$ cat config.mk
export PLATFORM = sky130hd
export DESIGN_NAME = zero_scan
export DESIGN_NICKNAME = d
export VERILOG_FILES = /design/src/rtl/zero_scan_pkg.sv /design/src/rtl/chunk_lzc.sv /design/src/rtl/zero_scan.sv
export SDC_FILE = /design/constraint.sdc
export NUM_CORES = 1
export LEC_CHECK = 0
export CAP_MARGIN = 20
export CORE_MARGIN = 5
export CORE_UTILIZATION = 35
export CTS_BUF_LIST = sky130_fd_sc_hd__clkbuf_8
export DETAILED_ROUTE_END_ITERATION = 12
export GPL_TIMING_DRIVEN = 0
export PLACE_DENSITY_LB_ADDON = 0.2
export SLEW_MARGIN = 15
export SYNTH_ARGS = -nofsm -noshare
export SYNTH_HDL_FRONTEND = slang
export SYNTH_SLANG_ARGS = --single-unit
$ cat constraint.sdc
create_clock -name clk -period 6.3 [get_ports clk]
set_input_delay 1.26 -clock clk [delete_from_list [all_inputs] [get_ports clk]]
set_output_delay 1.26 -clock clk [all_outputs]
set_load 0.03 [all_outputs]
$ cat src/rtl/zero_scan_pkg.sv
// rtl/zero_scan_pkg.sv - shared types and sizing for the zero/LZC scan unit
//
// Purpose: scan-controller state encoding and default geometry, shared by
// the RTL and its bench.
// Ports: none (package).
package zero_scan_pkg;

  typedef enum logic [1:0] {
    IDLE = 2'd0,
    SCAN = 2'd1,
    DONE = 2'd2
  } scanState_e;

  localparam int DEF_WIDTH = 32;
  localparam int DEF_CHUNK = 8;

  // One extra bit so a count equal to the full width does not wrap.
  localparam int LZC_W  = $clog2(DEF_WIDTH) + 1;
  localparam int NCHUNK = DEF_WIDTH / DEF_CHUNK;

endpackage

$ cat src/rtl/chunk_lzc.sv
// rtl/chunk_lzc.sv - combinational leading-zero count of one chunk
//
// Purpose: zero detect and leading-zero count for a CHUNK-bit slice.
// Ports:
//   chunk   in  CHUNK        slice to examine, MSB first
//   allZero out 1            slice is entirely zero
//   lz      out LzW          leading zeros; CHUNK when the slice is zero
module chunk_lzc #(
  parameter  int CHUNK = 8,
  localparam int LzW   = $clog2(CHUNK) + 1
) (
  input  logic [CHUNK-1:0] chunk,
  output logic             allZero,
  output logic [LzW-1:0]   lz
);

  always_comb begin
    allZero = ~|chunk;
    lz      = LzW'(CHUNK);
    // Walking up from the LSB, the last set bit seen is the most significant.
    for (int i = 0; i < CHUNK; i++) begin
      if (chunk[i]) begin
        lz = LzW'(CHUNK - 1 - i);
      end
    end
  end

endmodule

$ cat src/rtl/zero_scan.sv
// rtl/zero_scan.sv - multi-cycle zero detect and leading-zero count unit
//
// Purpose: captures a word on start, scans it CHUNK bits per cycle from the
// MSB, and reports is_zero/lzc with a fixed latency of WIDTH/CHUNK cycles.
// Ports:
//   clk      in  1        rising-edge clock
//   reset    in  1        asynchronous active-low reset
//   start    in  1        scan request, honoured only while not busy
//   data     in  WIDTH    word captured on the accepting edge
//   busy     out 1        high during SCAN
//   done     out 1        one-cycle pulse when the result updates
//   is_zero  out 1        last result: captured word was zero
//   lzc      out LzcW     last result: leading-zero count, 0..WIDTH
module zero_scan
  import zero_scan_pkg::*;
#(
  parameter  int WIDTH = DEF_WIDTH,
  parameter  int CHUNK = DEF_CHUNK,
  localparam int LzcW  = $clog2(WIDTH) + 1
) (
  input  logic             clk,
  input  logic             reset,
  input  logic             start,
  input  logic [WIDTH-1:0] data,
  output logic             busy,
  output logic             done,
  output logic             is_zero,
  output logic [LzcW-1:0]  lzc
);

  localparam int NumChunk = WIDTH / CHUNK;
  localparam int CntW     = (NumChunk > 1) ? $clog2(NumChunk) : 1;
  localparam int ChunkLzW = $clog2(CHUNK) + 1;

  scanState_e          state;
  scanState_e          nextState;
  logic [WIDTH-1:0]    sh;
  logic [LzcW-1:0]     acc;
  logic [LzcW-1:0]     accNext;
  logic                found;
  logic [CntW-1:0]     cnt;
  logic                accept;
  logic                lastChunk;
  logic                chunkZero;
  logic [ChunkLzW-1:0] chunkLz;

  chunk_lzc #(
    .CHUNK(CHUNK)
  ) uChunkLzc (
    .chunk  (sh[WIDTH-1 -: CHUNK]),
    .allZero(chunkZero),
    .lz     (chunkLz)
  );

  always_comb begin
    nextState = state;
    accept    = 1'b0;
    lastChunk = (cnt == CntW'(NumChunk - 1));
    // Once the first set bit has been seen, later chunks must not add to acc.
    accNext   = acc;
    if (!found) begin
      accNext = chunkZero ? acc + LzcW'(CHUNK) : acc + LzcW'(chunkLz);
    end
    case (state)
      IDLE: begin
        if (start) begin
          accept    = 1'b1;
          nextState = SCAN;
        end
      end
      SCAN: begin
        if (lastChunk) begin
          nextState = DONE;
        end
      end
      DONE: begin
        if (start) begin
          accept    = 1'b1;
          nextState = SCAN;
        end else begin
          nextState = IDLE;
        end
      end
      default: nextState = IDLE;
    endcase
  end

  always_ff @(posedge clk or negedge reset) begin
    if (!reset) begin
      state   <= IDLE;
      sh      <= '0;
      acc     <= '0;
      found   <= 1'b0;
      cnt     <= '0;
      busy    <= 1'b0;
      done    <= 1'b0;
      is_zero <= 1'b0;
      lzc     <= '0;
    end else begin
      state <= nextState;
      // Status flags are registered from the next state so they are glitch-free.
      busy  <= (nextState == SCAN);
      done  <= (nextState == DONE);
      if (accept) begin
        sh    <= data;
        acc   <= '0;
        found <= 1'b0;
        cnt   <= '0;
      end else if (state == SCAN) begin
        sh    <= sh << CHUNK;
        acc   <= accNext;
        found <= found | ~chunkZero;
        cnt   <= cnt + CntW'(1);
        if (lastChunk) begin
          lzc     <= accNext;
          is_zero <= (accNext == LzcW'(WIDTH));
        end
      end
    end
  end

endmodule

Yosys cells after proc, flatten, opt, wreduce, memory -nomap -nowiden

Index checks and enable logic that the tools add are counted.

Logic and storage cells: 49
Register bits: 52
Input port bits: 35

$add $sub $neg: 3
Reduce and logical (&&, ||, !) cells: 5
Eq/ne operators: 6
Bitwise gates (word level): 2
Mux-type cells: 24

Operators with widths:

| cell                                                            | count |
|---|---|
| 32-bit 2-to-1 mux                                               | 2 |
| 4-bit 2-to-1 mux                                                | 8 |
| 6-bit 2-to-1 mux                                                | 4 |
| 2-bit 2-to-1 mux                                                | 4 |
| 8-bit OR reduction                                              | 1 |
| 6-bit by 4-bit adder with 6-bit output                          | 1 |
| 6-bit by 4-bit adder with 6-bit output, second input constant   | 1 |
| 2-bit == test, second input constant                            | 3 |
| 6-bit == test, second input constant                            | 1 |
| 2-bit case mux with 3 select lines                              | 1 |
| 1-bit 2-to-1 mux                                                | 5 |
| 2-bit by 1-bit == test with 1-bit output, second input constant | 2 |
| 3-bit AND reduction                                             | 1 |
| 2-bit by 1-bit adder with 2-bit output, second input constant   | 1 |
| 2-bit zero test                                                 | 1 |
| 2-bit nonzero test                                              | 1 |
| 2-bit OR reduction                                              | 1 |
| 1-bit NOT                                                       | 1 |
| 1-bit bitwise OR                                                | 1 |

Longest topological paths before layout

Gate-level depths: netlist of run 1.

Word-level depth: 13
Gate-level depth with buffers: 12
Depth with buffers taken out: 12

By module

Synthesis of run 1 repeated with hierarchy kept, for this count alone.

Cells, all modules: 248
Area, all modules: 2473.6 um^2

By module, submodules not included:

| module    | instances | cells an instance | area an instance (um^2) | sequential area each (um^2) |
|---|---|---|---|---|
| zero_scan | 1         | 233               | 2373.5                  | 1301.2 |
| chunk_lzc | 1         | 15                | 100.1                   | 0.0 |

Least setup slack after synthesis of run 1

Ideal clock, no wire load.

Path type: register -> register
Start point: register sh[29]
End point: register lzc[5]
Cell stages (with the launch flop): 9
Path slack: 3.886 ns
Arrival: 2.279 ns
Setup time: 0.136 ns
Period minus slack after synthesis: 2.414 ns
Path through: dfrtp_1 > or4_1 > nor2_1 > ha_1 > or2_2 > a31oi_1 > nor4_1 > a311oi_2 > o21ai_0

Cells in the longest elaborated chain, start to end: 6
Elaborated cells between the ends (all ways): 7
Classes of those cells: 1 x add/sub; 5 x mux; 1 x reduce/logical

Ends and longest elaborated chain:

| element                                | line             | text |
|---|---|---|
| start: declaration                     | zero_scan.sv:37  | `logic [WIDTH-1:0] sh;` |
| start signal: assignment               | zero_scan.sv:105 | `sh <= data;` |
| start signal: assignment               | zero_scan.sv:110 | `sh <= sh << CHUNK;` |
| 4-bit 2-to-1 mux (3 in a row)          | chunk_lzc.sv:22  | `if (chunk[i]) begin` |
| 6-bit by 4-bit adder with 6-bit output | zero_scan.sv:62  | `accNext = chunkZero ? acc + LzcW'(CHUNK) : acc + LzcW'(chunkLz);` |
| 6-bit 2-to-1 mux (*)                   | zero_scan.sv:62  |  |
| 6-bit 2-to-1 mux (*)                   | zero_scan.sv:61  | `if (!found) begin` |
| end signal: assignment                 | zero_scan.sv:115 | `lzc <= accNext;` |
| end: declaration                       | zero_scan.sv:28  | `output logic [LzcW-1:0] lzc` |

Mark *: on every way between the ends. The rest lies on a longest branch, timed or not.
A chain may end at the register's enable or synchronous reset.

Worst setup path in the final report of run 1

Start point: input port start
End point: register acc[4]

Cells in the longest elaborated chain, start to end: 3
Elaborated cells between the ends (all ways): 4
Classes of those cells: 3 x mux; 1 x reduce/logical

Ends and longest elaborated chain:

| element                                                | line                             | text |
|---|---|---|
| start: declaration                                     | zero_scan.sv:23                  | `input logic start,` |
| 1-bit 2-to-1 mux (*)                                   | zero_scan.sv:66, zero_scan.sv:77 |  |
| 1-bit 2-to-1 mux (*)                                   | n/a                              |  |
| 6-bit 2-to-1 mux or 2-bit nonzero test (tied branches) | n/a                              |  |
| end signal: assignment                                 | zero_scan.sv:111                 | `acc <= accNext;` |
| end: declaration                                       | zero_scan.sv:38                  | `logic [LzcW-1:0] acc;` |

Marked as above.

==> reports/metrics.csv, run 1 <==
metric,value,unit
status,finished clean,
RSZ-0062 raised after global routing,no,
type of the most critical hold path,reg2reg,
Critical Path Sink Type,flip-flop,
IO buf count,43,
XOR/XNOR Fraction of Synth Area,0.003606,
Initial Util,0.3594,
synth top area cells,"dfrtp_1 (54%), nand2_1 (8.7%), a22oi_1 (6.8%)",
Compound-Gate Fraction of Synth Area,0.2148,
"Slew Viols, Final",0,
largest family of logic cells by synthesized area,compound AO/OA/AOI/OAI gates,
gpl congestion,0.8121,
overall die height,93.30,microns
syn avg cell area,10.16,sq um
kind of critical path,in2reg,
fraction of registers with async set/reset,1.000,
dominant cell by count in the synthesized netlist,nand2_1,
"Warnings, synthesis",0,
worst-path maximum fanout,10,
CP Launch Type,input pin,
grt ovf,0,
FF-to-FF setup slack,3.58,ns
FF-to-FF Start,sh[28],
"Primary FF master, synth",dfrtp_1,
core region area,6756,sq um
post-synthesis sequential area ratio,0.5358,
Peak Freq,354.0,MHz
worst path arrival time,3.04,ns
top cells by instance count after synthesis,"nand2_1 (56), dfrtp_1 (52), a22oi_1 (22)",
Sink Count,52,
first-pass GRT wire length,9818,microns
Tcrit/Tclk final,0.4485,
"Distinct cells, synth",43,
power share of the clock group,0.155,
total negative slack,0,ns
leakage power,1.405,nW
cell count after synthesis,239,
utilization after layout,0.4546,
Starting DRT DRC Count,65,
Psw,0.0006378,W
Num CTS Buffers,5,
Slew @ Worst Pin,0.7054,ns
wire per inst,15.43,microns
vias in the first global route,2070,
share of cells above drive strength 1,0.05517,
hold_buf cts,0,
Fin. Hold Viols,0,
IO Pins,44,
"area leader, netlist",dfrtp_1,
H-tree depth reported by CTS,2,
"Setup violations, final",0,
Nets,331,
final clock skew,0.009868,ns
Layout area overhead,26.48,%
CTS tree,yes,
adder-cell share of the synthesized area,0.03916,
worst vdd ir,0.0001755,V
Pwr Total,0.001526,W
all-layer global routing usage,0.1418,
Yosys top cell area share,0.5358,
final wirelength,5709,microns
hold path startpoint,sh[19],
antenna violations before repair,0,
ant diodes,0,
Mapped Area,2429,sq um
pwr/cell area,496.8,nW/um^2
Clk Tree Root Cell,clkbuf_8,
Die ar.,8705,sq um
Required @ worst endpoint,6.52,ns
HPWL after DPL,4153,microns
DRT antenna net count,0,
Int Power,0.0008882,W
Switching Share,0.4179,
CTS max path bufs,2,
fraction of synthesized area in multiplexers,0.01700,
"CTS clk-pin slew, worst paths",0.10,ns
setup repair bufs after CTS,0,
R2R depth,8,
Worst slew margin,0.5280,
vias,1980,
DRC viols,0,
maxcap violations,0,
vias per cell,5.351,
"Min Clock Period, post-route",2.825,ns
Synth Area in Simple Gates,0.1571,
row cnt,30,
Pre-Repair DR Iteration Count,4,
"EDFF count, synth",0,
later-pin clock latency in the skew report,0.31,ns
Die Wd,93.30,microns
Syn Nets,281,
Flop pwr share,0.379,
worst setup path end,acc[4],
Worst Setup SP,start,
post-CTS sizing,0,
logic gate share of total power,0.466,
largest net degree at the start of global routing,53,
RR Endpoint,lzc[5],
#FFs+latches synth,52,
worst max-delay path, stage by stage:
cell,delay [ns]
clkdlybuf4s50_1,0.39
nor2b_1,0.13
nor2_1,0.54
clkbuf_1,0.51
nand2_1,0.11
o21ai_0,0.10
worst min path at each step:
stage,endpoint,slack (ns),cells past startpoint
finish,sh[19],0.49,2
global route,is_zero,0.52,2
CTS,sh[20],0.49,2
detailed placement,sh[20],0.47,2
global placement,sh[16],0.46,2
floorplan,sh[10],0.45,2
cell usage in the layout, fill, tap and decap left out, types with 2 or more instances in the layout:
cell             synthesis  routed
nand2_1                 56      56
dfrtp_1                 52      52
clkdlybuf4s50_1          0      42
a22oi_1                 22      22
clkbuf_1                11      11
o21ai_0                  9       9
a22o_1                   9       9
inv_1                    7       7
nor3_1                   7       7
a21oi_1                  6       6
ha_1                     6       6
nor2_1                   5       5
clkbuf_8                 0       5
o21bai_1                 4       4
nand2b_1                 4       4
or4_1                    3       3
a32o_1                   3       3
mux2i_1                  3       3
nor2b_1                  2       2
nor4_1                   2       2
a221o_1                  2       2
buf_1                    2       2
nand3_1                  2       2
routing by layer:
metal	vias to the layer above	part of all wire	routed length, microns	global-route usage
met5	-	0	0	0
met4	0	0.016	89	0.05128
met3	10	0.038	219	0.02172
met2	45	0.49	2799	0.2335
met1	965	0.46	2601	0.1888
li1	960	-	-	-
state kept, by name (all words and copies together), names as in the netlist:
name and count:
cnt 2, done 1, found 1, lzc 6
sh 32, acc 6, is_zero 1, busy 1
state 2
power groups by stage:
stage	registers (W)	logic [W]	clock network (W)
final	0.000578	0.000712	0.000236
after detailed placement	0.000585	0.000718	0
after global placement	0.000578	0.000710	0
after CTS	0.000578	0.000722	0.000243
after global routing	0.000600	0.000803	0.000255
after floorplan	0.000608	0.000462	0
metrics by stage:
| step | cells | instance area [sq um] | setup slack [ns] | hold WS [ns] |
|---|---|---|---|---|
| after detailed placement | 362 | 2957 | 3.119 | 0.4664 |
| final | 370 | 3072 | 3.475 | 0.4874 |
| after global placement | 362 | 2959 | 2.352 | 0.4592 |
| after global routing | 370 | 3072 | 3.298 | 0.5157 |
| after floorplan | 239 | 2429 | 3.886 | 0.4463 |
| after CTS | 370 | 3072 | 3.449 | 0.4926 |
cell families (layout without fill, tap and decap cells):
| logic type | after synthesis | after routing |
|---|---|---|
| AO/OA/AOI/OAI | 69 | 69 |
| XOR/XNOR | 1 | 1 |
| adder cells (fa/ha/maj) | 7 | 7 |
| buffers and inverters | 21 | 72 |
| flip-flops | 52 | 52 |
| multiplexers | 4 | 4 |
| AND/OR/NAND/NOR | 85 | 85 |
layout make-up:
class	instances	area, sq um
inverter	8	30.03
multi-input combinational	166	1049
sequential	52	1301
timing repair buffer	43	427.9
fill	651	3685
tap	80	100.1
clock inverter	3	46.29
buffer	13	48.80
clock buffer	5	68.82
No activity file was read; power rests on OpenSTA's default activity.
==> inputs of run 2 (changes only) <==
==> constraint.sdc (replaced) <==
create_clock -name clk -period 2.95 [get_ports clk]
set_input_delay 0.59 -clock clk [delete_from_list [all_inputs] [get_ports clk]]
set_output_delay 0.59 -clock clk [all_outputs]
set_load 0.03 [all_outputs]
==> reports/metrics.csv, run 2 (same netlist as run 1, synthesis figures left out) <==
metric,value,unit,change
Critical Path Sink Type,flip-flop,,
vias in the first global route,2070,,unchanged
"Slew Viols, Final",0,,unchanged
critical path depth in cells,8,,+2
IO buf count,43,,unchanged
hold_buf cts,0,,unchanged
"commonest non-fill, non-tap cell in the layout",nand2_1,,
type of the most critical hold path,in2async,,
"Most flops, register",sh,,
worst-path maximum fanout,4,,-6
maxcap violations,0,,unchanged
Die Wd,93.30,microns,unchanged
DRC viols,0,,unchanged
DRT antenna net count,0,,unchanged
all-layer global routing usage,0.1418,,unchanged
most frequent cells in the layout,"nand2_1 (56), dfrtp_1 (52), clkdlybuf4s50_1 (42), a22oi_1 (22), clkbuf_1 (11)",,
Tcrit/Tclk final,0.9109,,
Required @ worst endpoint,3.13,ns,-3.39 ns
first-pass GRT wire length,9818,microns,unchanged
Slew @ Worst Pin,0.7020,ns,-0.003419 ns
dpl ws,0.2430,ns,-2.876 ns
later-pin clock latency in the skew report,0.31,ns,about the same
Worst slew margin,0.5303,,+0.002288
IO Pins,44,,unchanged
"CTS clk-pin slew, worst paths",0.09,ns,about the same
Pre-Repair DR Iteration Count,4,,unchanged
final wirelength,5706,microns,about the same
Post-DP Area,2957,sq um,unchanged
final clock skew,0.01050,ns,+0.0006333 ns
critical path's slowest cell,or4_1,,
Seq. cell area,1301,sq um,unchanged
largest net degree at the start of global routing,53,,unchanged
Num CTS Buffers,5,,unchanged
CP Launch Type,flip-flop,,
wire per inst,15.42,microns,about the same
Sink Count,52,,unchanged
HPWL after DPL,4153,microns,unchanged
pwr/cell area,1061,nW/um^2,+110%
R2R depth,8,,unchanged
Starting DRT DRC Count,87,,+34%
filler cell count,647,,-0.61%
H-tree depth reported by CTS,2,,unchanged
row cnt,30,,unchanged
"delay-heaviest family, CP",simple AND/OR/NAND/NOR gates,,
biggest regs,"sh x32, acc x6, lzc x6",,
share of cells above drive strength 1,0.05862,,+0.003448
FF-to-FF setup slack,0.26,ns,-3.32 ns
Die ar.,8705,sq um,unchanged
Peak Freq,372.1,MHz,
"Setup violations, final",0,,unchanged
ant diodes,0,,unchanged
CTS max path bufs,2,,unchanged
Nets,331,,unchanged
Initial Util,0.3594,,unchanged
leakage power,1.406,nW,about the same
grt ovf,0,,unchanged
worst vdd ir,0.0003721,V,+110%
antenna violations before repair,0,,unchanged
utilization after layout,0.4556,,+0.0009260
final instance area,3078,sq um,+0.20%
"Min Clock Period, post-route",2.687,ns,
Final Worst Setup Slack,0.2627,ns,-3.212 ns
Largest register FFs,32,,unchanged
vias per cell,5.338,,-0.25%
Clk Tree Root Cell,clkbuf_8,,
total negative slack,0,ns,unchanged
overall die height,93.30,microns,unchanged
vias,1975,,-0.25%
CP Buf/Inv Count,0,,-2
crit-path max cell delay,0.55,ns,about the same
kind of critical path,reg2reg,,
Fin. Hold Viols,0,,unchanged
core region area,6756,sq um,unchanged
crit-path cells,"or4_1, nor2_1, ha_1, or2_2, a31oi_1, nor4_1, a311oi_2, o21ai_0",,
CTS tree,yes,,
RSZ-0062 raised after global routing,no,,
multi-input logic area,1055,sq um,+0.60%
status,finished clean,,
gpl congestion,0.8121,,unchanged
worst path arrival time,2.86,ns,-0.18 ns
Layout area overhead,26.74,%,
-- run 2: cell types whose count changed in the layout (fill, tap and decap cells not counted) --
cell,before,now
nor4_1,2,1
nor4_2,1,2
-- run 2: cell type report --
class | instances | share of cell area
buffer | 13 | 0.01585
clock buffer | 5 | 0.02236
clock inverter | 3 | 0.01504
inverter | 8 | 0.009756
multi-input combinational | 166 | 0.3427
sequential | 52 | 0.4228
tap | 80 | 0.03252
timing repair buffer | 43 | 0.1390
-- run 2: repair_timing --
action,CTS,global route
buffers inserted,0,0
endpoints found under the setup margin,0,3
gates resized for setup,0,1
-- run 2: through the flow --
| stage | std cells | hold WS [ns] | power [W] |
|---|---|---|---|
| 5_1_grt | 370 | 0.3582 | 0.003545 |
| 6_report | 370 | 0.3063 | 0.003265 |
| 3_5_place_dp | 362 | 0.4664 | 0.002783 |
| 4_1_cts | 370 | 0.3362 | 0.003296 |
| 3_3_place_gp | 362 | 0.4592 | 0.002750 |
| 2_1_floorplan | 239 | 0.2944 | 0.002284 |
-- run 2: worst paths after layout --
kind	from	to
min in group clk	sh[19]	sh[19]
worst max register to register	sh[29]	lzc[5]
max in group asynchronous	reset	sh[0]
worst max-delay path	sh[29]	lzc[5]
worst min register to register	sh[19]	sh[19]
worst min-delay path	reset	cnt[0]
-- run 2: power breakdown --
group	internal [W]	leakage, nW	switching [W]	total [W]
logic	0.000627	0.686	0.000894	0.00152
clock network	0.000257	0.0600	0.000247	0.000505
registers	0.00102	0.660	0.000224	0.00124
-- run 2: routing by layer --
metal | vias to the layer above | GRT usage | share of wire
li1 | 957 | - | -
met1 | 958 | 0.1888 | 0.45
met2 | 50 | 0.2335 | 0.49
met3 | 10 | 0.02172 | 0.045
met4 | 0 | 0.05128 | 0.016
met5 | - | 0 | 0
